$ cat config.mk
export PLATFORM = sky130hd
export DESIGN_NAME = seq_priority_encoder_flat
export DESIGN_NICKNAME = d
export VERILOG_FILES = /design/src/rtl/seq_priority_encoder_if.sv /design/src/rtl/seq_priority_encoder.sv /design/src/flat_wrapper.sv
export SDC_FILE = /design/constraint.sdc
export NUM_CORES = 1
export LEC_CHECK = 0
export ABC_AREA = 1
export BUFFER_PORTS_ARGS = -buffer_cell sky130_fd_sc_hd__buf_2
export CAP_MARGIN = 20
export CELL_PAD_IN_SITES_DETAIL_PLACEMENT = 0
export CELL_PAD_IN_SITES_GLOBAL_PLACEMENT = 2
export CORE_UTILIZATION = 27
export DETAILED_ROUTE_END_ITERATION = 10
export GPL_ROUTABILITY_DRIVEN = 0
export PLACE_DENSITY = 0.77
export REMOVE_ABC_BUFFERS = 1
export SLEW_MARGIN = 20
export SYNTH_ARGS = -nofsm -noshare
export SYNTH_HDL_FRONTEND = slang
export SYNTH_SLANG_ARGS = --single-unit
$ cat constraint.sdc
create_clock -name clk -period 2.73 [get_ports clk]
set_input_delay 0.546 -clock clk [delete_from_list [all_inputs] [get_ports clk]]
set_output_delay 0.546 -clock clk [all_outputs]
set_load 0.1 [all_outputs]
$ cat src/rtl/seq_priority_encoder_if.sv
// Handshake bundle for seq_priority_encoder: request-vector input side and code output side.
// master = producer of vectors / consumer of codes; slave = the encoder.
interface seq_priority_encoder_if #(
    parameter int N = 7,
    parameter int W = 3
);
    logic         in_valid;
    logic         in_ready;
    logic [N-1:0] x;
    logic         mode;
    logic         out_valid;
    logic         out_ready;
    logic [W-1:0] y;
    logic         out_last;

    modport master (
        output in_valid, x, mode, out_ready,
        input  in_ready, out_valid, y, out_last
    );

    modport slave (
        input  in_valid, x, mode, out_ready,
        output in_ready, out_valid, y, out_last
    );
endinterface

$ cat src/rtl/seq_priority_encoder.sv
// Sequential priority encoder: captures a request vector and emits either one code
// (winning index + 1) or, in drain mode, one code per set bit in priority order.
module seq_priority_encoder #(
    parameter int N         = 7,
    parameter int W         = 3,
    parameter int MSB_FIRST = 1
) (
    input  logic                    clk,
    input  logic                    rst_n,
    seq_priority_encoder_if.slave   bus
);
    if (N < 1 || N > 64) begin : g_bad_n
        $error("seq_priority_encoder: N must be in 1..64");
    end
    if ((2 ** W) <= N) begin : g_bad_w
        $error("seq_priority_encoder: 2**W must exceed N");
    end

    typedef enum logic {IDLE, EMIT} state_t;

    state_t       state;
    logic [N-1:0] pend;
    logic         mode_r;

    int           idx;
    logic [N-1:0] win;
    logic [W-1:0] code;
    logic         one_left;
    logic         emit;
    logic         last;
    logic         take;

    // Later assignments override earlier ones, so scan order sets the priority.
    always_comb begin
        idx = 0;
        if (MSB_FIRST != 0) begin
            for (int i = 0; i < N; i++) begin
                if (pend[i]) idx = i;
            end
        end else begin
            for (int i = N - 1; i >= 0; i--) begin
                if (pend[i]) idx = i;
            end
        end
    end

    for (genvar gi = 0; gi < N; gi++) begin : g_win
        assign win[gi] = (idx == gi);
    end

    assign code     = (pend == '0) ? '0 : W'(idx + 1);
    assign one_left = ($countones(pend) < 2);
    assign emit     = (state == EMIT);
    assign last     = emit && (!mode_r || one_left);
    assign take     = bus.in_valid && bus.in_ready;

    assign bus.out_valid = emit;
    assign bus.y         = emit ? code : '0;
    assign bus.out_last  = last;
    // Refill is allowed in the same cycle the final code is accepted.
    assign bus.in_ready  = (state == IDLE) || (last && bus.out_ready);

    always_ff @(posedge clk or negedge rst_n) begin
        if (!rst_n) begin
            state  <= IDLE;
            pend   <= '0;
            mode_r <= 1'b0;
        end else begin
            case (state)
                IDLE: begin
                    if (take) begin
                        pend   <= bus.x;
                        mode_r <= bus.mode;
                        state  <= EMIT;
                    end
                end
                EMIT: begin
                    if (bus.out_ready) begin
                        if (!last) begin
                            pend <= pend & ~win;
                        end else if (take) begin
                            pend   <= bus.x;
                            mode_r <= bus.mode;
                        end else begin
                            pend  <= '0;
                            state <= IDLE;
                        end
                    end
                end
                default: state <= IDLE;
            endcase
        end
    end
endmodule

$ cat src/flat_wrapper.sv
// flat-port wrapper written by rule: the top's interface ports become plain ports
module seq_priority_encoder_flat 
#(
    parameter int N         = 7,
    parameter int W         = 3,
    parameter int MSB_FIRST = 1
)
  (clk, rst_n, bus_in_valid, bus_x, bus_mode, bus_out_ready, bus_in_ready, bus_out_valid, bus_y, bus_out_last);
  seq_priority_encoder_if #(.N(N), .W(W)) bus_i ();
  input  logic clk;
  input  logic rst_n;
  input wire logic [$bits(bus_i.in_valid)-1:0] bus_in_valid;
  input wire logic [$bits(bus_i.x)-1:0] bus_x;
  input wire logic [$bits(bus_i.mode)-1:0] bus_mode;
  input wire logic [$bits(bus_i.out_ready)-1:0] bus_out_ready;
  output wire logic [$bits(bus_i.in_ready)-1:0] bus_in_ready;
  output wire logic [$bits(bus_i.out_valid)-1:0] bus_out_valid;
  output wire logic [$bits(bus_i.y)-1:0] bus_y;
  output wire logic [$bits(bus_i.out_last)-1:0] bus_out_last;
  assign bus_i.in_valid = bus_in_valid;
  assign bus_i.x = bus_x;
  assign bus_i.mode = bus_mode;
  assign bus_i.out_ready = bus_out_ready;
  assign bus_in_ready = bus_i.in_ready;
  assign bus_out_valid = bus_i.out_valid;
  assign bus_y = bus_i.y;
  assign bus_out_last = bus_i.out_last;
  seq_priority_encoder #(.N(N), .W(W), .MSB_FIRST(MSB_FIRST)) u_core (.clk(clk), .rst_n(rst_n), .bus(bus_i));
endmodule
==> results_dict.tcl, run 1 <==
set metrics [dict create \
    status "finished, violations left" \
    violations "negative setup slack" \
    met2_usage 0.2407 \
    ys_ff_latch 9 \
    cts.clk_slew.worst_paths_ps 60 \
    worstSetupEndpointType "output pin" \
    drive_gt1_frac 0.4048 \
    fp.dieH_um 61.03 \
    relSlewSlack 0.6803 \
    nFillCells 370 \
    ys_warn_count 0 \
    final_area_sq_um 1389 \
    synth_top_area_share 0.2394 \
    nets 198 \
    worstSetupStartpointType "flip-flop" \
    cp_common_cell "inv_2" \
    slew_viol_final 0 \
    period_minus_slack_ps 3254 \
    hold_class "input port to async pin" \
    fin_skew_ps 2.550 \
    synth.distinct_cells 19 \
    fmax_mhz 307.3 \
    ys_seq_area_frac 0.2394 \
    clock_latency_ps 260 \
    cts_hold_buf 0 \
    dp_hpwl_um 2011 \
    fin_ws_ps -524.5 \
    synthAdderAreaFrac 0.2500 \
    vias_per_cell 4.509 \
    regArea_sq_um 225.2 \
    numCtsBuffers 3 \
    synth_compound_area_frac 0.1316 \
    cp_max_fo 3 \
    vias 965 \
    muxShareOfSynthArea 0 \
    syn_area_sq_um 940.9 \
    clk_path_buf_depth 2 \
    diodes 0 \
    postPlaceCellArea_sq_um 1237 \
    start_util 0.2820 \
    multi_input_area_sq_um 710.7 \
    place.port_buffers 17 \
    slowest_stage "fa_1" \
    met3_usage 0.03782 \
    design.core.area_sq_um 3337 \
    grt_max_degree 11 \
    rows 21 \
    synth-simple-area-share 0.2686 \
    crit_arrival_ps 2710 \
    antenna_found_initial 0 \
    ant_nets 0 \
    grt_pass1_vias 911 \
    overflow 0 \
    cp_data_required_time_ps 2180 \
    ys_top_cells_by_area "dfrtp_1 (24%), ha_1 (19%), nor2_1 (11%)" \
    detail_route.wl_per_cell_um 11.43 \
    yosysTopAreaCell "dfrtp_1" \
    cts_root_buf "clkbuf_4" \
    area_growth_pct 47.61 \
    routed_wl_um 2445 \
    rsz0062_at_grt "yes" \
    drt_iter0_drc 36 \
    grt_usage 0.1478 \
    synth_top_family_by_area "simple AND/OR/NAND/NOR gates" \
    min_period_over_period 1.192 \
    htree_levels 1 \
    dr.pass1.iters 4 \
    grt_first_pass_wirelength_um 3995 \
    synth_xor_area_frac 0 \
    die_x_um 61.03 \
    max_stage_delay_ps 500 \
    cap_violations 0 \
    syn_area_per_cell_sq_um 7.182 \
    clock_sinks 9 \
    syn-instance-count 131 \
    path_cells "inv_2, ha_4, fa_1, nand2_2, inv_2, fa_2, a21oi_2, nand3_2, nand3_2, nand2_2, inv_2, buf_12" \
    dieArea_sq_um 3725 \
    busiest_layer "met2" \
    path_class "flip-flop to output pin" \
    pin_count 18 \
    drc_errors 0 \
    grt_util_met1 0.2065 \
    setup_violations 5 \
    cts_tree "yes" \
    tightest_slew_ps 482.8 \
    hold_viol 0 \
]
-- final cells by class --
cell class                 instances  share of cell area
sequential                         9              0.1622
clock buffer                       4             0.01892
tap                               46             0.04144
timing repair buffer              34              0.1991
multi-input combinational         97              0.5117
inverter                          24             0.06667
-- synth_stat cells, drive strengths merged --
cell and count:
ha 14, dfrtp 9, nand2 16, buf 1
inv 24, o31ai 1, a21oi 9, nor2 28
o21ai 12, fa 3, nand3 10, nand4 1
or2 3
-- registers in the layout (all words and copies together), names as in the netlist --
signal                count
u_core.pend               7
u_core.mode_r             1
u_core.bus.out_valid      1
-- critical path, delay by kind of cell, from the launching register on --
family,cells,cell delay [ps]
and+or+nand+nor,4,350
adders and majority gates,3,1120
buffers and inverters,4,400
DFF,1,420
AOI/OAI and AO/OA,1,140
-- cell families (layout without fill, tap and decap cells) --
logic type | count (synthesis) | count (layout)
compound gates | 22 | 22
fa+ha+maj | 17 | 17
simple gates | 58 | 58
flops | 9 | 9
buf+inv | 25 | 62
-- stage by stage --
stage               utilization  hold WS, ps  std cells  setup TNS, ps  setup WS, ps
global placement         0.3708        411.6        207         -969.9        -318.7
global route             0.4162        122.2        214          -2141        -637.5
detailed placement       0.3708        410.4        207          -1470        -372.6
floorplan                     -        250.4        130          -3737         -1292
CTS                      0.4091        126.9        213         -976.1        -503.9
finish                   0.4162        126.0        214          -1051        -524.5
-- layer usage --
layer	wire length, um	vias to the layer above	part of all wire
met5	0	-	0
met1	1127	460	0.46
met4	0	0	0
met2	1207	20	0.49
li1	-	485	-
met3	109	0	0.045
-- path summary, 6_finish.rpt --
| path | slack (ps) | end | cells past startpoint | from |
|---|---|---|---|---|
| max reg2reg | -20 | u_core.pend[1] | 14 | u_core.pend[5] |
| max in group asynchronous | 2420 | u_core.pend[2] | 1 | rst_n |
| max | -520 | bus_in_ready | 12 | u_core.pend[5] |
| min | 130 | u_core.pend[4] | 1 | rst_n |
| min reg2reg | 610 | u_core.mode_r | 2 | u_core.mode_r |
| min in group clk | 550 | u_core.mode_r | 3 | bus_mode |
-- cell usage in the layout (no fill, tap or decap), types with 2 or more instances in the layout --
cell      instances
a21oi_1           6
nor2_1           24
clkbuf_4          3
nor2_2            3
nand2_1          14
nand3_1           7
or2_2             2
ha_4              2
inv_1            15
a21oi_2           2
buf_4            16
buf_12            4
o21ai_1           2
o21ai_0           8
nand2_2           2
dfrtp_1           9
fa_1              2
buf_2            13
inv_2             8
ha_1             11
nand3_2           2
-- repair_timing --
action,in CTS,in global routing
pin swaps,6,4
buffers inserted,2,1
endpoints found under the setup margin,11,11
resized for setup,22,7
hold endpoints to repair,0,0
Power of run 1 is not shown: default switching activity piles up to over one toggle a cycle in this logic, so the estimate is an artifact.
==> run 2: changes to the inputs <==
Settings changed: CORE_ASPECT_RATIO set to 1.75.
==> run 2 against run 1 <==
The run still ends with negative setup slack left. First-iteration DRC count down 75%. Non-clock buffer count up 3. Via count down 0.41%. Final area up 4.4%. Global-route usage up 3.0 points. Worst setup slack better by 48 ps. Highest routed layer is now met4.
==> results_dict.tcl, run 2 (synthesis gave the netlist of run 1 again) <==
set metrics [dict create \
    utilization 0.4312 \
    final_common_cell "nor2_1" \
    detail_route.wl_per_cell_um 12.42 \
    drc_errors 0 \
    numCtsBuffers 3 \
    fmax_mhz 311.8 \
    dp_hpwl_um 2248 \
    status "finished, violations left" \
    drt_iter0_drc 9 \
    fin_ws_ps -476.9 \
    clk_path_buf_depth 2 \
    design.core.area_sq_um 3363 \
    hold_viol 0 \
    fin_skew_ps 5.684 \
    clock_latency_ps 230 \
    cts_root_buf "clkbuf_8" \
    rows 28 \
    min_period_over_period 1.175 \
    cts.clk_slew.worst_paths_ps 50 \
    routed_wl_um 2682 \
    period_minus_slack_ps 3207 \
    grt_pass1_vias 1055 \
    cts_hold_buf 0 \
    htree_levels 1 \
    fp.dieH_um 80.09 \
    clock_sinks 9 \
    nets 201 \
    regMostFlops "u_core.pend" \
    vias_per_cell 4.449 \
    relSlewSlack 0.6787 \
    largest_register_ffs 7 \
    grt_usage 0.1779 \
    cap_violations 0 \
    rsz0062_at_grt "yes" \
    layout_common_cells "nor2_1 (23), buf_4 (19), nand2_1 (15)" \
    vias 961 \
    antenna_found_initial 0 \
    ant_nets 0 \
    diodes 0 \
    cp_max_fo 3 \
    grt_max_degree 10 \
    pin_count 18 \
    hold_class "input port to async pin" \
    setup_violations 4 \
    cts_tree "yes" \
    start_util 0.2798 \
    tightest_slew_ps 485.3 \
    violations "negative setup slack" \
    place.port_buffers 17 \
    slew_viol_final 0 \
    dieArea_sq_um 3734 \
    cp_data_required_time_ps 2180 \
    worstSetupStartpointType "flip-flop" \
    dr.pass1.iters 3 \
    drive_gt1_frac 0.4327 \
    overflow 0 \
    area_growth_pct 54.12 \
    worstSetupEndpointType "output pin" \
    path_class "flip-flop to output pin" \
    die_x_um 46.63 \
    crit_arrival_ps 2660 \
    grt_first_pass_wirelength_um 4754 \
]
==> run 2: cell count changes in the layout (fill, tap and decap cells not counted), sizes merged <==
cell / before / now
buf: 34 / 37
==> run 2: worst max-delay path, cell delays in order, from the launching register on <==
cell,delay [ps]
dfrtp_1,400
inv_2,90
ha_4,200
fa_1,500
nand2_1,70
inv_2,70
fa_2,430
a21oi_2,140
nand3_2,130
nand3_2,90
nand2_2,60
inv_2,70
buf_12,170
==> run 2: layout make-up <==
type / instances / area [sq um]
Tap cell: 45 / 56.30
Clock buffer: 4 / 45.04
Timing Repair Buffer: 37 / 299.0
Sequential cell: 9 / 225.2
Inverter: 24 / 92.59
Fill cell: 368 / 1913
Multi-Input combinational cell: 97 / 732.0
==> run 2: repair_timing <==
action / in CTS / in global routing
pin swaps: 8 / 5
gates resized for setup: 20 / 11
buffers inserted: 4 / 0
endpoints found under the setup margin: 11 / 11
endpoints found under the hold margin: 0 / 0
==> run 2: worst paths after layout <==
kind | startpoint | slack [ps] | cells after the start | end
setup / recovery | u_core.pend[2] | -480 | 12 | bus_in_ready
hold / removal | rst_n | 160 | 1 | u_core.mode_r
setup reg to reg | u_core.pend[2] | -10 | 14 | u_core.pend[4]
hold reg to reg | u_core.mode_r | 580 | 2 | u_core.mode_r
max in group asynchronous | rst_n | 2380 | 1 | u_core.pend[0]
min in group clk | bus_mode | 570 | 3 | u_core.mode_r
==> run 2: layer usage <==
metal	wire length, um	track usage	part of all wire	up-vias
met4	27	0.06857	0.010	0
li1	-	-	-	493
met5	0	0	0	-
met3	26	0.006742	0.0097	2
met2	1679	0.3486	0.63	12
met1	949	0.1797	0.35	454
==> run 2: stage by stage <==
stage          TNS, ps  area (sq um)  instances  worst slack [ps]  hold slack [ps]
3_5_place_dp     -1468          1251        208            -355.1            414.5
3_3_place_gp    -936.5          1251        208            -311.2            414.0
2_1_floorplan    -3737         929.6        130             -1292            250.4
5_1_grt          -2010          1450        216            -580.6            176.0
4_1_cts         -876.0          1401        216            -450.0            164.0
6_report        -951.0          1450        216            -476.9            157.3
Power of run 2 is left out for the same reason.
==> run 3: changes to the inputs <==
Settings changed: ABC_AREA 1 to unset, CORE_UTILIZATION 27 to 29, PLACE_DENSITY 0.77 to 0.74.
==> run 3 against run 2 <==
The flow still finishes with violations (negative setup slack). Synthesized area shrank 15%. Core utilization increased by 6.5 points. Die area fell by 20%. Critical endpoint unchanged. Highest routed layer unchanged.
==> results_dict.tcl, run 3 <==
set metrics [dict create \
    worstSetupEndpointType "output pin" \
    max_stage_delay_ps 500 \
    critPathLaunch "u_core.pend[3]" \
    worstSetupStartpointType "flip-flop" \
    postPlaceCellArea_sq_um 1084 \
    path_class "flip-flop to output pin" \
    grt_max_degree 10 \
    period_minus_slack_ps 3786 \
    fmax_mhz 264.1 \
    cts.clk_slew.worst_paths_ps 50 \
    overflow 0 \
    design.core.area_sq_um 2552 \
    clk_path_buf_depth 2 \
    cap_violations 0 \
    synth_ff_type "dfrtp_1" \
    numCtsBuffers 3 \
    cts_hold_buf 0 \
    synth_most_common_cell "ha_1" \
    drc_errors 0 \
    multi_input_area_sq_um 570.5 \
    place.port_buffers 17 \
    fin_ws_ps -1056 \
    setup_violations 12 \
    antenna_found_initial 0 \
    yosysTopAreaCell "dfrtp_1" \
    cts_root_buf "clkbuf_8" \
    violations "negative setup slack" \
    detail_route.wl_per_cell_um 13.99 \
    routed_wl_um 2113 \
    dieArea_sq_um 2970 \
    ys_ff_latch 9 \
    pin_count 18 \
    min_period_over_period 1.387 \
    final_cell_count_no_fill 151 \
    start_util 0.3123 \
    dp.cells 138 \
    crit_arrival_ps 3240 \
    status "finished, violations left" \
    nets 155 \
    regMostFlops "u_core.pend" \
    routed-wl-met3_um 42 \
    path_cells "inv_2, ha_4, fa_1, and2_4, fa_1, or4b_4, o211ai_1, nand2_1, nand2_2, buf_12" \
    final_common_cell "buf_4" \
    nFillCells 246 \
    syn_area_sq_um 797.0 \
    vias_per_cell 4.927 \
    hold_viol 0 \
    dr.pass1.iters 4 \
    synth_edf_count 0 \
    diodes 0 \
    drive_gt1_frac 0.4960 \
    relSlewSlack 0.6526 \
    cts_tree "yes" \
    syn-instance-count 81 \
    highest_layer "met4" \
    clock_sinks 9 \
    cp_data_required_time_ps 2180 \
    synth.distinct_cells 27 \
    ys_seq_area_frac 0.2826 \
    synth_common_cells "ha_1 (14), inv_1 (13), dfrtp_1 (9)" \
    rows 24 \
    wl_met1_um 796 \
    grt_usage 0.1504 \
    hold_class "input port to async pin" \
    grt_pass1_vias 780 \
    clock_latency_ps 240 \
    die_x_um 41.63 \
    r2r_start "u_core.pend[3]" \
    rsz0062_at_grt "yes" \
    ys_top_cells_by_area "dfrtp_1 (28%), ha_1 (22%), fa_1 (7.5%)" \
    syn_area_per_cell_sq_um 9.840 \
    utilization 0.4961 \
    layout_common_cells "buf_4 (19), buf_2 (13), ha_1 (11)" \
    async_reset_ff_frac 1.000 \
    slew_viol_final 0 \
    regArea_sq_um 225.2 \
    grt_first_pass_wirelength_um 3339 \
    slowest_stage "or4b_4" \
    area_growth_pct 58.87 \
    fin_skew_ps 1.661 \
    dp_hpwl_um 1655 \
    final_area_sq_um 1266 \
    ant_nets 0 \
    vias 744 \
    largest_register_ffs 7 \
    fp.dieH_um 71.35 \
    synth_top_area_share 0.2826 \
    ys_warn_count 0 \
    cp_max_fo 3 \
    pre_cts_slack_ps -818.1 \
    tightest_slew_ps 506.5 \
    htree_levels 1 \
    dr_wl_met2_um 1198 \
    drt_iter0_drc 13 \
    cp_common_cell "fa_1" \
]
-- run 3: cell type report --
class | count | share of cell area
Clock buffer | 4 | 0.03557
Inverter | 13 | 0.03854
Multi-Input combinational cell | 58 | 0.4506
Sequential cell | 9 | 0.1779
Tap cell | 26 | 0.02569
Timing Repair Buffer | 41 | 0.2717
-- run 3: kinds of logic after synthesis --
| logic type | Yosys count | synth area share |
|---|---|---|
| simple gates | 26 | 0.1837 |
| fa+ha+maj | 17 | 0.2951 |
| buf+inv | 14 | 0.06593 |
| compound gates | 13 | 0.1413 |
| flops | 9 | 0.2826 |
| mux | 2 | 0.03139 |
-- run 3: worst paths after layout --
path / to / slack (ps) / cells after the start
worst max-delay path: bus_in_ready / -1060 / 10
worst min-delay path: u_core.mode_r / 150 / 1
worst max register to register: u_core.bus.out_valid / -910 / 15
worst min register to register: u_core.mode_r / 560 / 1
max in group asynchronous: u_core.pend[0] / 2390 / 1
min in group clk: u_core.bus.out_valid / 520 / 2
-- run 3: per-stage QoR --
| step | setup TNS (ps) | hold WS (ps) |
|---|---|---|
| finish | -6525 | 154.0 |
| CTS | -6428 | 157.7 |
| floorplan | -6267 | 250.4 |
| global placement | -5481 | 411.4 |
| global route | -7773 | 163.0 |
| detailed placement | -5852 | 414.4 |
-- run 3: critical path, delay by kind of cell (launching register included) --
| kind | cells | cell delay (ps) |
|---|---|---|
| AO/OA/AOI/OAI | 1 | 300 |
| adder cells (fa/ha/maj) | 3 | 1140 |
| buffers and inverters | 2 | 260 |
| flip-flops | 1 | 400 |
| AND/OR/NAND/NOR | 4 | 910 |
-- run 3: layer usage --
| metal | track usage | vias up |
|---|---|---|
| met5 | 0 | - |
| met4 | 0.1111 | 0 |
| met3 | 0.01511 | 6 |
| met2 | 0.2743 | 17 |
| met1 | 0.1529 | 354 |
| li1 | - | 367 |
-- run 3: timing repair --
item,CTS,global route
setup buffers,8,3
endpoints found under the setup margin,12,13
resized for setup,8,10
pin swaps,12,4
endpoints found under the hold margin,0,0
Power of run 3 is left out for the same reason.
